--- src/rtl/adc_pkg.sv ---
// Constants shared across the ADC front end: the sample width, the full-scale
// code, and the slice width the comparator reads from the filtered sample.
package adc_pkg;
    localparam int ADC_W   = 12;
    localparam int ADC_MAX = (1 << ADC_W) - 1;
    localparam int CMP_W   = 8;
endpackage

--- src/rtl/adc_avg_filter_if.sv ---
// Interface between the ADC controller, the averaging filter and the comparator.
// The filter sits on the slave side; its stimulus source sits on the master side.
interface adc_avg_filter_if #(
    parameter int DATA_W = adc_pkg::ADC_W
);
    logic [DATA_W-1:0] data_in;
    logic              data_ready;
    logic              clear;
    logic [DATA_W-1:0] avg_data;
    logic              avg_valid;
    logic              primed;

    modport master (
        output data_in, data_ready, clear,
        input  avg_data, avg_valid, primed
    );

    modport slave (
        input  data_in, data_ready, clear,
        output avg_data, avg_valid, primed
    );
endinterface

--- src/rtl/adc_avg_filter_sample_ring.sv ---
// N-entry circular sample buffer. The oldest entry, which sits at the write
// pointer, is read combinationally so it can be replaced on the same edge.
module sample_ring
    import adc_pkg::*;
#(
    parameter int DATA_W     = ADC_W,
    parameter int LOG2_DEPTH = 2
) (
    input  logic              clk,
    input  logic              rst_n,
    input  logic              wr_en,
    input  logic              flush,
    input  logic [DATA_W-1:0] wr_data,
    output logic [DATA_W-1:0] oldest
);
    localparam int N = 1 << LOG2_DEPTH;

    logic [DATA_W-1:0]     mem_q [N];
    logic [DATA_W-1:0]     mem_d [N];
    logic [LOG2_DEPTH-1:0] wr_ptr_q;
    logic [LOG2_DEPTH-1:0] wr_ptr_d;

    assign oldest = mem_q[wr_ptr_q];

    always_comb begin
        mem_d    = mem_q;
        wr_ptr_d = wr_ptr_q;
        if (flush) begin
            for (int i = 0; i < N; i++) begin
                mem_d[i] = '0;
            end
            wr_ptr_d = '0;
        end else if (wr_en) begin
            mem_d[wr_ptr_q] = wr_data;
            // Pointer width equals log2(N), so the increment wraps modulo N.
            wr_ptr_d        = wr_ptr_q + LOG2_DEPTH'(1);
        end
    end

    always_ff @(posedge clk or negedge rst_n) begin
        if (!rst_n) begin
            for (int i = 0; i < N; i++) begin
                mem_q[i] <= '0;
            end
            wr_ptr_q <= '0;
        end else begin
            mem_q    <= mem_d;
            wr_ptr_q <= wr_ptr_d;
        end
    end
endmodule

--- src/rtl/adc_avg_filter.sv ---
// Boxcar moving average over the last 2^LOG2_DEPTH accepted ADC samples, kept as
// a running sum so each new sample costs one add and one subtract.
module adc_avg_filter
    import adc_pkg::*;
#(
    parameter int DATA_W     = ADC_W,
    parameter int LOG2_DEPTH = 2
) (
    input  logic             clk,
    input  logic             rst_n,
    adc_avg_filter_if.slave  bus
);
    localparam int N      = 1 << LOG2_DEPTH;
    localparam int SUM_W  = DATA_W + LOG2_DEPTH;
    localparam int FILL_W = LOG2_DEPTH + 1;
    localparam logic [FILL_W-1:0] FILL_FULL = FILL_W'(N);

    logic              accept;
    logic [DATA_W-1:0] oldest;
    logic [SUM_W-1:0]  sum_new;
    logic [FILL_W-1:0] fill_new;

    logic [SUM_W-1:0]  sum_q, sum_d;
    logic [FILL_W-1:0] fill_cnt_q, fill_cnt_d;
    logic [DATA_W-1:0] avg_data_q, avg_data_d;
    logic              avg_valid_q, avg_valid_d;
    logic              primed_q, primed_d;

    // A clear in the same cycle as a strobe discards the sample.
    assign accept = bus.data_ready && !bus.clear;

    sample_ring #(
        .DATA_W     (DATA_W),
        .LOG2_DEPTH (LOG2_DEPTH)
    ) u_ring (
        .clk     (clk),
        .rst_n   (rst_n),
        .wr_en   (accept),
        .flush   (bus.clear),
        .wr_data (bus.data_in),
        .oldest  (oldest)
    );

    // The sum always covers the evicted entry, so the modular add/subtract is exact.
    assign sum_new  = sum_q + SUM_W'(bus.data_in) - SUM_W'(oldest);
    assign fill_new = (fill_cnt_q == FILL_FULL) ? FILL_FULL : fill_cnt_q + FILL_W'(1);

    always_comb begin
        sum_d       = sum_q;
        fill_cnt_d  = fill_cnt_q;
        avg_data_d  = avg_data_q;
        avg_valid_d = 1'b0;
        primed_d    = primed_q;
        if (bus.clear) begin
            sum_d      = '0;
            fill_cnt_d = '0;
            primed_d   = 1'b0;
        end else if (accept) begin
            sum_d      = sum_new;
            fill_cnt_d = fill_new;
            primed_d   = (fill_new == FILL_FULL);
            if (fill_new == FILL_FULL) begin
                avg_valid_d = 1'b1;
                avg_data_d  = DATA_W'(sum_new >> LOG2_DEPTH);
            end
        end
    end

    always_ff @(posedge clk or negedge rst_n) begin
        if (!rst_n) begin
            sum_q       <= '0;
            fill_cnt_q  <= '0;
            avg_data_q  <= '0;
            avg_valid_q <= 1'b0;
            primed_q    <= 1'b0;
        end else begin
            sum_q       <= sum_d;
            fill_cnt_q  <= fill_cnt_d;
            avg_data_q  <= avg_data_d;
            avg_valid_q <= avg_valid_d;
            primed_q    <= primed_d;
        end
    end

    assign bus.avg_data  = avg_data_q;
    assign bus.avg_valid = avg_valid_q;
    assign bus.primed    = primed_q;
endmodule

--- src/flat_wrapper.sv ---
// flat-port wrapper written by rule: the top's interface ports become plain ports
module adc_avg_filter_flat import adc_pkg::*;
#(
    parameter int DATA_W     = ADC_W,
    parameter int LOG2_DEPTH = 2
)
  (clk, rst_n, bus_data_in, bus_data_ready, bus_clear, bus_avg_data, bus_avg_valid, bus_primed);
  adc_avg_filter_if #(.DATA_W(DATA_W)) bus_i ();
  input  logic clk;
  input  logic rst_n;
  input wire logic [$bits(bus_i.data_in)-1:0] bus_data_in;
  input wire logic [$bits(bus_i.data_ready)-1:0] bus_data_ready;
  input wire logic [$bits(bus_i.clear)-1:0] bus_clear;
  output wire logic [$bits(bus_i.avg_data)-1:0] bus_avg_data;
  output wire logic [$bits(bus_i.avg_valid)-1:0] bus_avg_valid;
  output wire logic [$bits(bus_i.primed)-1:0] bus_primed;
  assign bus_i.data_in = bus_data_in;
  assign bus_i.data_ready = bus_data_ready;
  assign bus_i.clear = bus_clear;
  assign bus_avg_data = bus_i.avg_data;
  assign bus_avg_valid = bus_i.avg_valid;
  assign bus_primed = bus_i.primed;
  adc_avg_filter #(.DATA_W(DATA_W), .LOG2_DEPTH(LOG2_DEPTH)) u_core (.clk(clk), .rst_n(rst_n), .bus(bus_i));
endmodule
--- config.mk ---
export PLATFORM = sky130hd
export DESIGN_NAME = adc_avg_filter_flat
export DESIGN_NICKNAME = d
export VERILOG_FILES = /design/src/rtl/adc_pkg.sv /design/src/rtl/adc_avg_filter_if.sv /design/src/rtl/adc_avg_filter_sample_ring.sv /design/src/rtl/adc_avg_filter.sv /design/src/flat_wrapper.sv
export SDC_FILE = /design/constraint.sdc
export NUM_CORES = 1
export LEC_CHECK = 0
export BUFFER_PORTS_ARGS = -buffer_cell sky130_fd_sc_hd__buf_2
export CAP_MARGIN = 40
export CORE_ASPECT_RATIO = 1.1
export CORE_UTILIZATION = 46
export DETAILED_ROUTE_END_ITERATION = 8
export GPL_ROUTABILITY_DRIVEN = 1
export SYNTH_ARGS = -nofsm -noshare
export SYNTH_HDL_FRONTEND = slang
export SYNTH_HIERARCHICAL = 1
export SYNTH_SLANG_ARGS = --single-unit
--- constraint.sdc ---
create_clock -name clk -period 8.8 [get_ports clk]
set_input_delay 0.44 -clock clk [delete_from_list [all_inputs] [get_ports clk]]
set_output_delay 0.44 -clock clk [all_outputs]
set_load 0.05 [all_outputs]
==> out/qor.csv <==
metric,value,unit
Syn Std Cell Area,0.00516,mm2
first-pass GRT wire length,18.4,mm
# IOs,30,
# setup viols final,0,
leakage dissipation,2.67,nW
drt drc,0,
"critical path fanouts, max",9,
RSZ-0062 raised after global routing,false,
CP max stage cell,dfrtp_1,
worst path arrival time,4120,ps
vias in the first global route,3566,
Slew Limit Fails,0,
Clock Latency Late Sink,330,ps
busiest grt layer,met2,
Levels on crit path,11,
Yosys Warn Count,6,
clock sink count,81,
final clock period utilization by the worst path,44.4,%
CP Cell Sequence,buf_8 > mux4_1 > fa_1 > inv_1 > ha_1 > o21ai_1 > o211ai_1 > and2_1 > o41a_1 > a21boi_2 > mux2_1,
Post-CTS Setup Bufs,0,
share of layout cells above drive strength 1,22.3,%
number of H-tree levels,3,
nets,577,
CTS Buf Count,9,
Post-DP HPWL,7.30,mm
Hold Crit Depth,3,
GRT overflow,0,
"non-filler cells, final",680,
Synth Flop Type,dfrtp_1,
die area,0.0116,mm2
number of synthesized flops with an enable pin,0,
Pwr per Cell Area,265,mW/mm2
final RePlAce weighted congestion,0.823,
"slowest stage delay, CP",650,ps
placed cell areas,0.00539,mm2
startpoint types,flip-flop,
Inst Count DP,664,
"top cells by area, synth","dfrtp_1 39%, a21bo_2 9.3%, a21oi_1 5.8%",
initial antenna violation count,0,
"area leader, netlist",dfrtp_1,
post-synthesis sequential area ratio,39.3,%
CP Buf/Inv Count,2,
Syn Inst Count,518,
first drt pass iteration count,4,
status,"finished, final reports clean",
DR WL/cell,16.2,um
Routed Antenna Nets,0,
Synthesized Nets,566,
CTS tree,yes,
Setup CP Type,reg2reg,
n_diodes,0,
Die H,113,um
number of max-cap violations,0,
Layout fillers,1050,
clk root buf,clkbuf_16,
GRT met3 Usage,3.95,%
# rows,40,
core area,0.0109,mm2
Fin. Hold Viols,0,
clk buf depth,2,
Buffers on Ports,29,
Fmax achieved,0.256,GHz
Global Route Usage Sum,20.5,%
area share of the largest cell type after synthesis,39.3,%
max_slew headroom,38.6,%
reg2reg path depth,11,
pin count of the biggest net entering global routing,90,
CP endpoint kind,flip-flop,
clk_skew,6.63,ps
async set-reset flop share out of synthesis,100,%
Routed WL,11.0,mm
post-synth cell types,57,
vias per cell,5.49,
CP required,9020,ps
die extent in x,103,um
Area Growth Syn to Fin,11.0,%
synth cell count leaders,"81 x dfrtp_1, 60 x a21oi_1, 56 x inv_1, 56 x nand3_1, 48 x a21bo_2",
fin crit period,3910,ps
Max VDD drop,0.115,mV
Min Hold Slack,397,ps
initial DRC count,196,
top-count cell post-synth,dfrtp_1,
Slew @ Worst Pin,921,ps
total number of vias,3736,
met2 Track Usage GR,30.8,%
Mapped Avg Cell Area,9.96,um2
starting density of the core,47.3,%
"CP delay by family, top",multiplexers,
Yosys reg bits,81,
clock-pin slew on the worst setup and hold paths,60,ps
Hold WC Path Type,in2reg,
grt met1 use,29.8,%
post-route cell area,0.00573,mm2
setup TNS,0,ps
## state kept, by name, summed over array words and instances (netlist names)
name / count
u_core/u_ring/mem_q: 48
u_core/fill_cnt_q: 3
u_core/sum_q: 14
u_core/bus.primed: 1
u_core/bus.avg_valid: 1
u_core/u_ring/wr_ptr_q: 2
u_core/bus.avg_data: 12
## through the flow
step                      total power, mW  worst slack [ps]  utilization, %
after detailed placement             1.10              4890            49.4
after global routing                 1.61              4710            52.5
after global placement               1.08              4690            48.8
after floorplan                     0.964              5270               -
final                                1.52              4890            52.5
after CTS                            1.53              4880            52.5
## per-layer routing
layer  routed length, um  up-vias
met3                 309       12
met5                   0        -
met4                 172        0
met1                5420     1834
li1                    -     1830
met2                5140       60
## layout by cell type (no fill, tap or decap), types with 5 or more instances in the layout
| cell type | netlist | routed |
|---|---|---|
| dfrtp_1 | 81 | 81 |
| a21oi_1 | 60 | 60 |
| nand3_1 | 56 | 56 |
| inv_1 | 56 | 55 |
| a21bo_2 | 48 | 48 |
| buf_2 | 8 | 28 |
| nor2_1 | 23 | 23 |
| nand2_1 | 20 | 20 |
| ha_1 | 20 | 20 |
| fa_1 | 12 | 12 |
| clkbuf_16 | 0 | 9 |
| mux2i_1 | 9 | 9 |
| o21ai_0 | 8 | 8 |
| mux4_2 | 8 | 8 |
| xnor2_1 | 7 | 7 |
| mux2_2 | 6 | 6 |
| nor3_1 | 5 | 5 |
## layout make-up
| type | count | area [um2] | share of cell area [%] |
|---|---|---|---|
| repair buffers | 37 | 240 | 4.20 |
| well taps | 147 | 184 | 3.21 |
| clock inverters | 2 | 60.1 | 1.05 |
| clock buffers | 13 | 270 | 4.72 |
| flip-flops and latches | 81 | 2030 | 35.4 |
| multi-input cells | 343 | 2730 | 47.7 |
| inverters | 57 | 214 | 3.74 |
## worst min-delay path, stage by stage
cell	delay, ps
buf_2	130
nand3_1	70
a21oi_1	50
## logic make-up after synthesis
| family | Yosys count | share of synthesized area, % |
|---|---|---|
| compound gates | 148 | 21.2 |
| mux | 28 | 8.80 |
| simple gates | 127 | 12.0 |
| flops | 81 | 39.3 |
| buf+inv | 94 | 7.79 |
| fa+ha+maj | 32 | 9.51 |
| xor+xnor | 8 | 1.36 |
## report_power, final
group	internal [mW]	total [mW]	switching, mW
combinational	0.241	0.650	0.409
sequential	0.420	0.448	0.0277
clock	0.270	0.418	0.147
total	0.931	1.52	0.584
## final timing paths
path,to,slack (ps),start
setup / recovery,u_core/sum_q[13],4890,u_core/u_ring/wr_ptr_q[0]
hold / removal,u_core/u_ring/mem_q[26],400,bus_data_in[2]
setup reg to reg,u_core/sum_q[13],4890,u_core/u_ring/wr_ptr_q[0]
hold reg to reg,u_core/bus.avg_data[11],470,u_core/bus.avg_data[11]
max in group asynchronous,u_core/u_ring/mem_q[18],7200,rst_n
min in group asynchronous,u_core/sum_q[12],540,rst_n
## repair_timing
action	CTS	global route
hold endpoints to repair	3	0
gates resized for setup	0	0
hold buffers	1	0
setup endpoints to repair	0	0
No activity file was read; power rests on OpenSTA's default activity.
